==> src/rtl/sa_drain_collector.sv <==
// Receives per-column result drain chains from a systolic array, buffers each column in a
// first-word-fall-through FIFO and re-serialises the tile as a row-major valid/ready stream.
module sa_drain_collector #(
   parameter int unsigned D_W_ACC = 64,
   parameter int unsigned N       = 4,
   parameter int unsigned ROWS    = 4,
   parameter int unsigned DEPTH   = 8
) (
   input  logic                                clk,
   input  logic                                rst,
   input  logic [N*D_W_ACC-1:0]                in_data,
   input  logic [N-1:0]                        in_valid,
   output logic [D_W_ACC-1:0]                  out_data,
   output logic                                out_valid,
   input  logic                                out_ready,
   output logic [((N > 1) ? $clog2(N) : 1)-1:0] out_col,
   output logic                                out_last,
   output logic                                overflow
);

   localparam int unsigned AW   = $clog2(DEPTH);
   localparam int unsigned PW   = AW + 1;
   localparam int unsigned CW   = (N > 1) ? $clog2(N) : 1;
   localparam int unsigned TILE = ROWS * N;
   localparam int unsigned WCW  = (TILE > 1) ? $clog2(TILE) : 1;

   logic [D_W_ACC-1:0] mem_q    [N][DEPTH];
   logic [PW-1:0]      wr_ptr_q [N];
   logic [PW-1:0]      rd_ptr_q [N];
   logic [CW-1:0]      sel_q;
   logic [WCW-1:0]     wcnt_q;
   logic               overflow_q;

   logic [N-1:0]       empty;
   logic [N-1:0]       full;
   logic [N-1:0]       push;
   logic [N-1:0]       pop;
   logic [N-1:0]       drop;
   logic               handshake;
   logic [D_W_ACC-1:0] head;

   always_comb begin
      empty = '0;
      full  = '0;
      for (int unsigned c = 0; c < N; c++) begin
         empty[c] = (wr_ptr_q[c] == rd_ptr_q[c]);
         full[c]  = (wr_ptr_q[c][AW] != rd_ptr_q[c][AW]) &&
                    (wr_ptr_q[c][AW-1:0] == rd_ptr_q[c][AW-1:0]);
      end
   end

   // Output only ever looks at the selected column; an empty column stalls the stream.
   always_comb begin
      out_valid = !empty[sel_q];
      head      = mem_q[sel_q][rd_ptr_q[sel_q][AW-1:0]];
      out_data  = out_valid ? head : '0;
      out_col   = sel_q;
      out_last  = out_valid && (wcnt_q == WCW'(TILE - 1));
      overflow  = overflow_q;
      handshake = out_valid && out_ready;
   end

   // A full FIFO still accepts a push when its head is popped in the same cycle.
   always_comb begin
      pop  = '0;
      push = '0;
      drop = '0;
      for (int unsigned c = 0; c < N; c++) begin
         pop[c]  = handshake && (sel_q == CW'(c));
         push[c] = in_valid[c] && (!full[c] || pop[c]);
         drop[c] = in_valid[c] && full[c] && !pop[c];
      end
   end

   always_ff @(posedge clk) begin
      if (rst) begin
         for (int unsigned c = 0; c < N; c++) begin
            wr_ptr_q[c] <= '0;
            rd_ptr_q[c] <= '0;
         end
         sel_q      <= '0;
         wcnt_q     <= '0;
         overflow_q <= 1'b0;
      end else begin
         for (int unsigned c = 0; c < N; c++) begin
            if (push[c]) wr_ptr_q[c] <= wr_ptr_q[c] + PW'(1);
            if (pop[c])  rd_ptr_q[c] <= rd_ptr_q[c] + PW'(1);
         end
         if (handshake) begin
            sel_q  <= (sel_q == CW'(N - 1)) ? '0 : sel_q + CW'(1);
            wcnt_q <= (wcnt_q == WCW'(TILE - 1)) ? '0 : wcnt_q + WCW'(1);
         end
         if (|drop) overflow_q <= 1'b1;
      end
   end

   always_ff @(posedge clk) begin
      for (int unsigned c = 0; c < N; c++) begin
         if (!rst && push[c]) begin
            mem_q[c][wr_ptr_q[c][AW-1:0]] <= in_data[c*D_W_ACC +: D_W_ACC];
         end
      end
   end

endmodule

==> config.mk <==
export PLATFORM = sky130hd
export DESIGN_NAME = sa_drain_collector
export DESIGN_NICKNAME = d
export VERILOG_FILES = /design/src/rtl/sa_drain_collector.sv
export SDC_FILE = /design/constraint.sdc
export NUM_CORES = 2
export LEC_CHECK = 0
export ABC_CLOCK_PERIOD_IN_PS = 29300
export BUFFER_PORTS_ARGS = -buffer_cell sky130_fd_sc_hd__buf_2
export CAP_MARGIN = 20
export CORE_ASPECT_RATIO = 0.6
export CORE_MARGIN = 2
export CORE_UTILIZATION = 45
export CTS_CLUSTER_DIAMETER = 80
export CTS_CLUSTER_SIZE = 16
export DETAILED_ROUTE_END_ITERATION = 10
export GPL_ROUTABILITY_DRIVEN = 0
export PLACE_DENSITY = 0.7
export SLEW_MARGIN = 10
export SYNTH_ARGS = -nofsm -noshare
export SYNTH_HDL_FRONTEND = slang
export SYNTH_SLANG_ARGS = --single-unit
==> constraint.sdc <==
create_clock -name clk -period 29.3 [get_ports clk]
set_input_delay 7.325 -clock clk [delete_from_list [all_inputs] [get_ports clk]]
set_output_delay 7.325 -clock clk [all_outputs]
set_load 0.01 [all_outputs]
* Word level (Yosys, flattened, before mapping) *
Memory sizes are Yosys's and may differ from the RTL's. A register that Yosys moved wholly into a read port is not among the register bits.
Index checks and enable logic that the tools add are counted.

storage, ports and cells
  register bits = 7
  bits in writable memories = 2080
  input port bits = 263
  output and inout port bits = 69
  word-level logic and storage cells = 163
  memories kept = 3

memory list
  memory    depth  bits a word  rd ports  clocked after memory_dff  wr ports  line  text
  mem_q     4      512          1         1                         4         27    logic [D_W_ACC-1:0] mem_q [N][DEPTH];
  rd_ptr_q  4      4            5         1                         4         29    logic [PW-1:0] rd_ptr_q [N];
  wr_ptr_q  4      4            4         0                         4         28    logic [PW-1:0] wr_ptr_q [N];

operators by class
  $add $sub $neg = 10
  magnitude comparators = 10
  eq/ne operators = 16
  muxes and demuxes = 62
  bitwise logic cells = 13
  reduce and logical (&&, ||, !) cells = 46

operator list
  operator                                                    number
  two-way mux 512 bit                                         4
  demux 64 bit (select 3 bit)                                 4
  two-way mux 64 bit                                          7
  binary-select mux 64 bit (select 3 bit)                     1
  adder 4 x 1 -> 4 bit, second input constant                 9
  two-way mux 4 bit                                           9
  two-way mux 1 bit                                           31
  logical AND 1 bit                                           30
  greater-or-equal comparator 4 bit, second input constant    5
  NOT 3 -> 4 bit                                              5
  == test 4 bit                                               4
  less-than comparator 4 x 1 -> 1 bit, second input constant  4
  == test 3 bit                                               4
  zero test 1 bit                                             10
  two-way mux 2 bit                                           5
  bitwise OR 1 bit                                            8
  == test 2 bit, second input constant                        2
  == test 4 bit, second input constant                        1
  logical OR 1 bit                                            4
  != test 1 bit                                               4
  OR reduction 4 bit                                          1
  less-than comparator 2 x 3 -> 1 bit, second input constant  1
  adder 2 x 1 -> 2 bit, second input constant                 1
  binary-select mux 1 bit (select 2 bit)                      1
  other kinds (2)                                             2

* Depth between registers and ports, before layout *
  depth in word-level cells = 12
  depth in mapped cells = 10
  mapped depth without buffers = 6

* Worst setup path after synthesis *
Ideal clock, no wire load.

  path type = in2reg
  start point = input port rst
  end point = memory mem_q[3][384] in the netlist's numbering (enable)
  data arrival time = 14476 ps
  setup slack = 14158 ps
  stages = 4
  buffers on the path = 2
  path through = clkbuf_1 -> clkbuf_1 -> nor2_1 -> nor4b_1

RTL lines
  element             line  text
  start: declaration  10    input logic rst,
  end: declaration    27

==> impl_metrics.yaml <==
floorplan:
  die_h_um: 338
  coreArea_um2: 184000
  start_util_pct: 45.3
  fp-row-count: 122
  ioPinCount: 332
  chipWidth_um: 560
  die-area_um2: 189000
place:
  placed_cell_area_um2: 88100
  port_buffers: 331
  post-dp-hpwl_mm: 134
sta:
  period_minus_slack_ps: 15290
  fmax_ghz: 0.0654
  rsz0062_at_grt: "false"
  hold_viol: 0
  slew_headroom_pct: 18.5
  setup_viol: 0
  final.setup.tns_ps: 0
  fin_skew_ps: 103
  post-route-period-util_pct: 52.2
  drv_slew: 0
  tightest_slew_ps: 1220
synthesis:
  synthTopCellsByArea: "edfxtp_1, mux2i_1, mux4_2"
  synth_flop_cell: "edfxtp_1"
  yosysMostFrequentCell: "edfxtp_1"
  synthesis.area_um2: 83500
  yosysTopAreaCell: "edfxtp_1"
  syn-instance-count: 4436
  synth_edf_count: 2080
  yosysWarnings: 0
  syn-num-nets: 4712
  synth.distinct_cells: 52
  synth_common_cells: "edfxtp_1, mux2i_1, a22oi_1"
  async_flop_share_pct: 0
  synth_top_area_share_pct: 74.8
  yosys_register_bits: 2089
  ys_seq_area_share_pct: 75.0
  synth_area_per_cell_um2: 18.8
cts:
  cts_max_path_buffers: 4
  clk-insertion-delay-late_ps: 840
  cts_sinks: 2089
  holdBufCountCts: 0
  numCtsBuffers: 158
  htree_levels: 4
  path_clk_slew_ps: 80
  cts_tree: "yes"
  cts_resized: 0
  cts_setup_buffers: 0
  cts_root_buf: "clkbuf_16"
critical_path:
  cp.arrival_ps: 7970
  critPathCaptureType: "primary output"
  path_class: "flip-flop to primary output"
  path_max_fanout: 152
  cp.required_ps: 21980
  start_kind: "flip-flop"
layout:
  fin_util_pct: 50.1
  multi_input_area_um2: 19700
  fin_nets: 5069
  fillers: 14855
  drive_gt1_share_pct: 17.1
  stdcell_area_um2: 92400
  area_delta_synth_final_pct: 10.7
  seqCellArea_um2: 62600
grt:
  grt_pass1_vias: 42714
  globalRouteOverflowTotal: 0
  grt_usage_pct: 24.4
  grt_max_degree: 153
  grt_pass1_wl_mm: 324
  grt_antenna_before_repair: 94
routing:
  via_per_inst: 6.06
  routedWlPerCell_um: 32.1
  drc: 0
  antenna_left: 0
  dr.pass1.iters: 6
  drtIter0Drc: 5703
  vias: 44379
  totalWireLength_mm: 235
power_and_ir_drop:
  p_leak_uw: 0.0300
  p_per_area_nw_per_um2: 70.3
  irDropWorstVdd_mv: 0.0607
outcome:
  status: "finished clean"
min_path:
  min_path_type: "flip-flop to flip-flop"
job:
  timing.max_cap.violations: 0
worst paths after layout:
| path | startpoint | end | slack (ps) | cells after the start |
|---|---|---|---|---|
| hold reg to reg | wcnt_q[3] | wcnt_q[3] | 500 | 1 |
| setup / recovery | flip-flop | out_data[23] | 14010 | 10 |
| setup reg to reg | rd_ptr_q[0][0] | mem_q[0][388] | 24290 | 9 |
| hold / removal | wcnt_q[3] | wcnt_q[3] | 500 | 1 |
state kept, by name, indices dropped and copies added (netlist names), named ones only:
register and count:
mem_q 2048, out_col 2, overflow 1, rd_ptr_q 16
wcnt_q 4, wr_ptr_q 16
per-layer routing:
| layer | track usage [%] | part of all wire, % |
|---|---|---|
| met1 | 34.9 | 41 |
| met4 | 6.35 | 2.6 |
| met5 | 0 | 0.14 |
| met3 | 6.95 | 12 |
| met2 | 36.6 | 44 |
stage by stage:
step           setup slack (ps)  instances  hold slack (ps)  total power (µW)
4_1_cts                   14140       7302              494              6520
6_report                  14010       7318              505              6500
2_1_floorplan             14160       4436              444              4180
3_5_place_dp              15020       7112              485              4590
3_3_place_gp              15070       7111              464              4570
5_1_grt                   13760       7314              532              6700
cell families (layout without fill, tap and decap cells):
group                      count (synthesis)  after routing  synth area share [%]
AOI/OAI and AO/OA                        389            389                  3.15
xor gates and xnor gates                  35             35                 0.367
adders and majority gates                 13             13                 0.195
buffers and inverters                    270            657                  1.67
DFF                                     2089           2089                  75.0
muxes                                   1317           1317                  17.4
other                                      0             15                     0
and+or+nand+nor                          323            323                  2.22
worst max-delay path, cell delays in order, from the launching register on:
cell and delay (ps):
dfxtp_4 880, mux4_4 1100, buf_4 790, buf_4 960
buf_12 790, buf_4 960, mux2i_1 180, a22oi_1 240
o211ai_1 170, nor4_2 350, buf_2 200
layout make-up:
type,count,area share [%]
clock buffers,179,4.40
clock inverters,11,0.173
diodes,15,0.0406
repair buffers,454,2.88
multi-input cells,2077,21.3
well taps,2480,3.36
inverters,13,0.0528
flip-flops and latches,2089,67.8
placed cells by master (no fill, tap or decap), types with 23 or more instances in the layout:
| cell type | netlist | final |
|---|---|---|
| a211oi_1 | 24 | 24 |
| a21oi_1 | 92 | 92 |
| a22oi_1 | 160 | 160 |
| buf_2 | 108 | 331 |
| buf_4 | 36 | 116 |
| clkbuf_16 | 0 | 159 |
| edfxtp_1 | 2080 | 2080 |
| mux2_2 | 24 | 23 |
| mux2i_1 | 1190 | 1190 |
| mux4_2 | 103 | 100 |
| nand2_1 | 114 | 113 |
| nand3_1 | 41 | 41 |
| nor2_1 | 26 | 25 |
| nor2b_1 | 23 | 23 |
| nor4_2 | 25 | 30 |
| o211ai_1 | 51 | 51 |
| o21ai_0 | 33 | 33 |
power by group:
part           switching (µW)  internal, µW
combinational             718           427
clock                     987           982
sequential               28.3          3360
total                    1730          4770
Power figures use the tool's default switching activity.
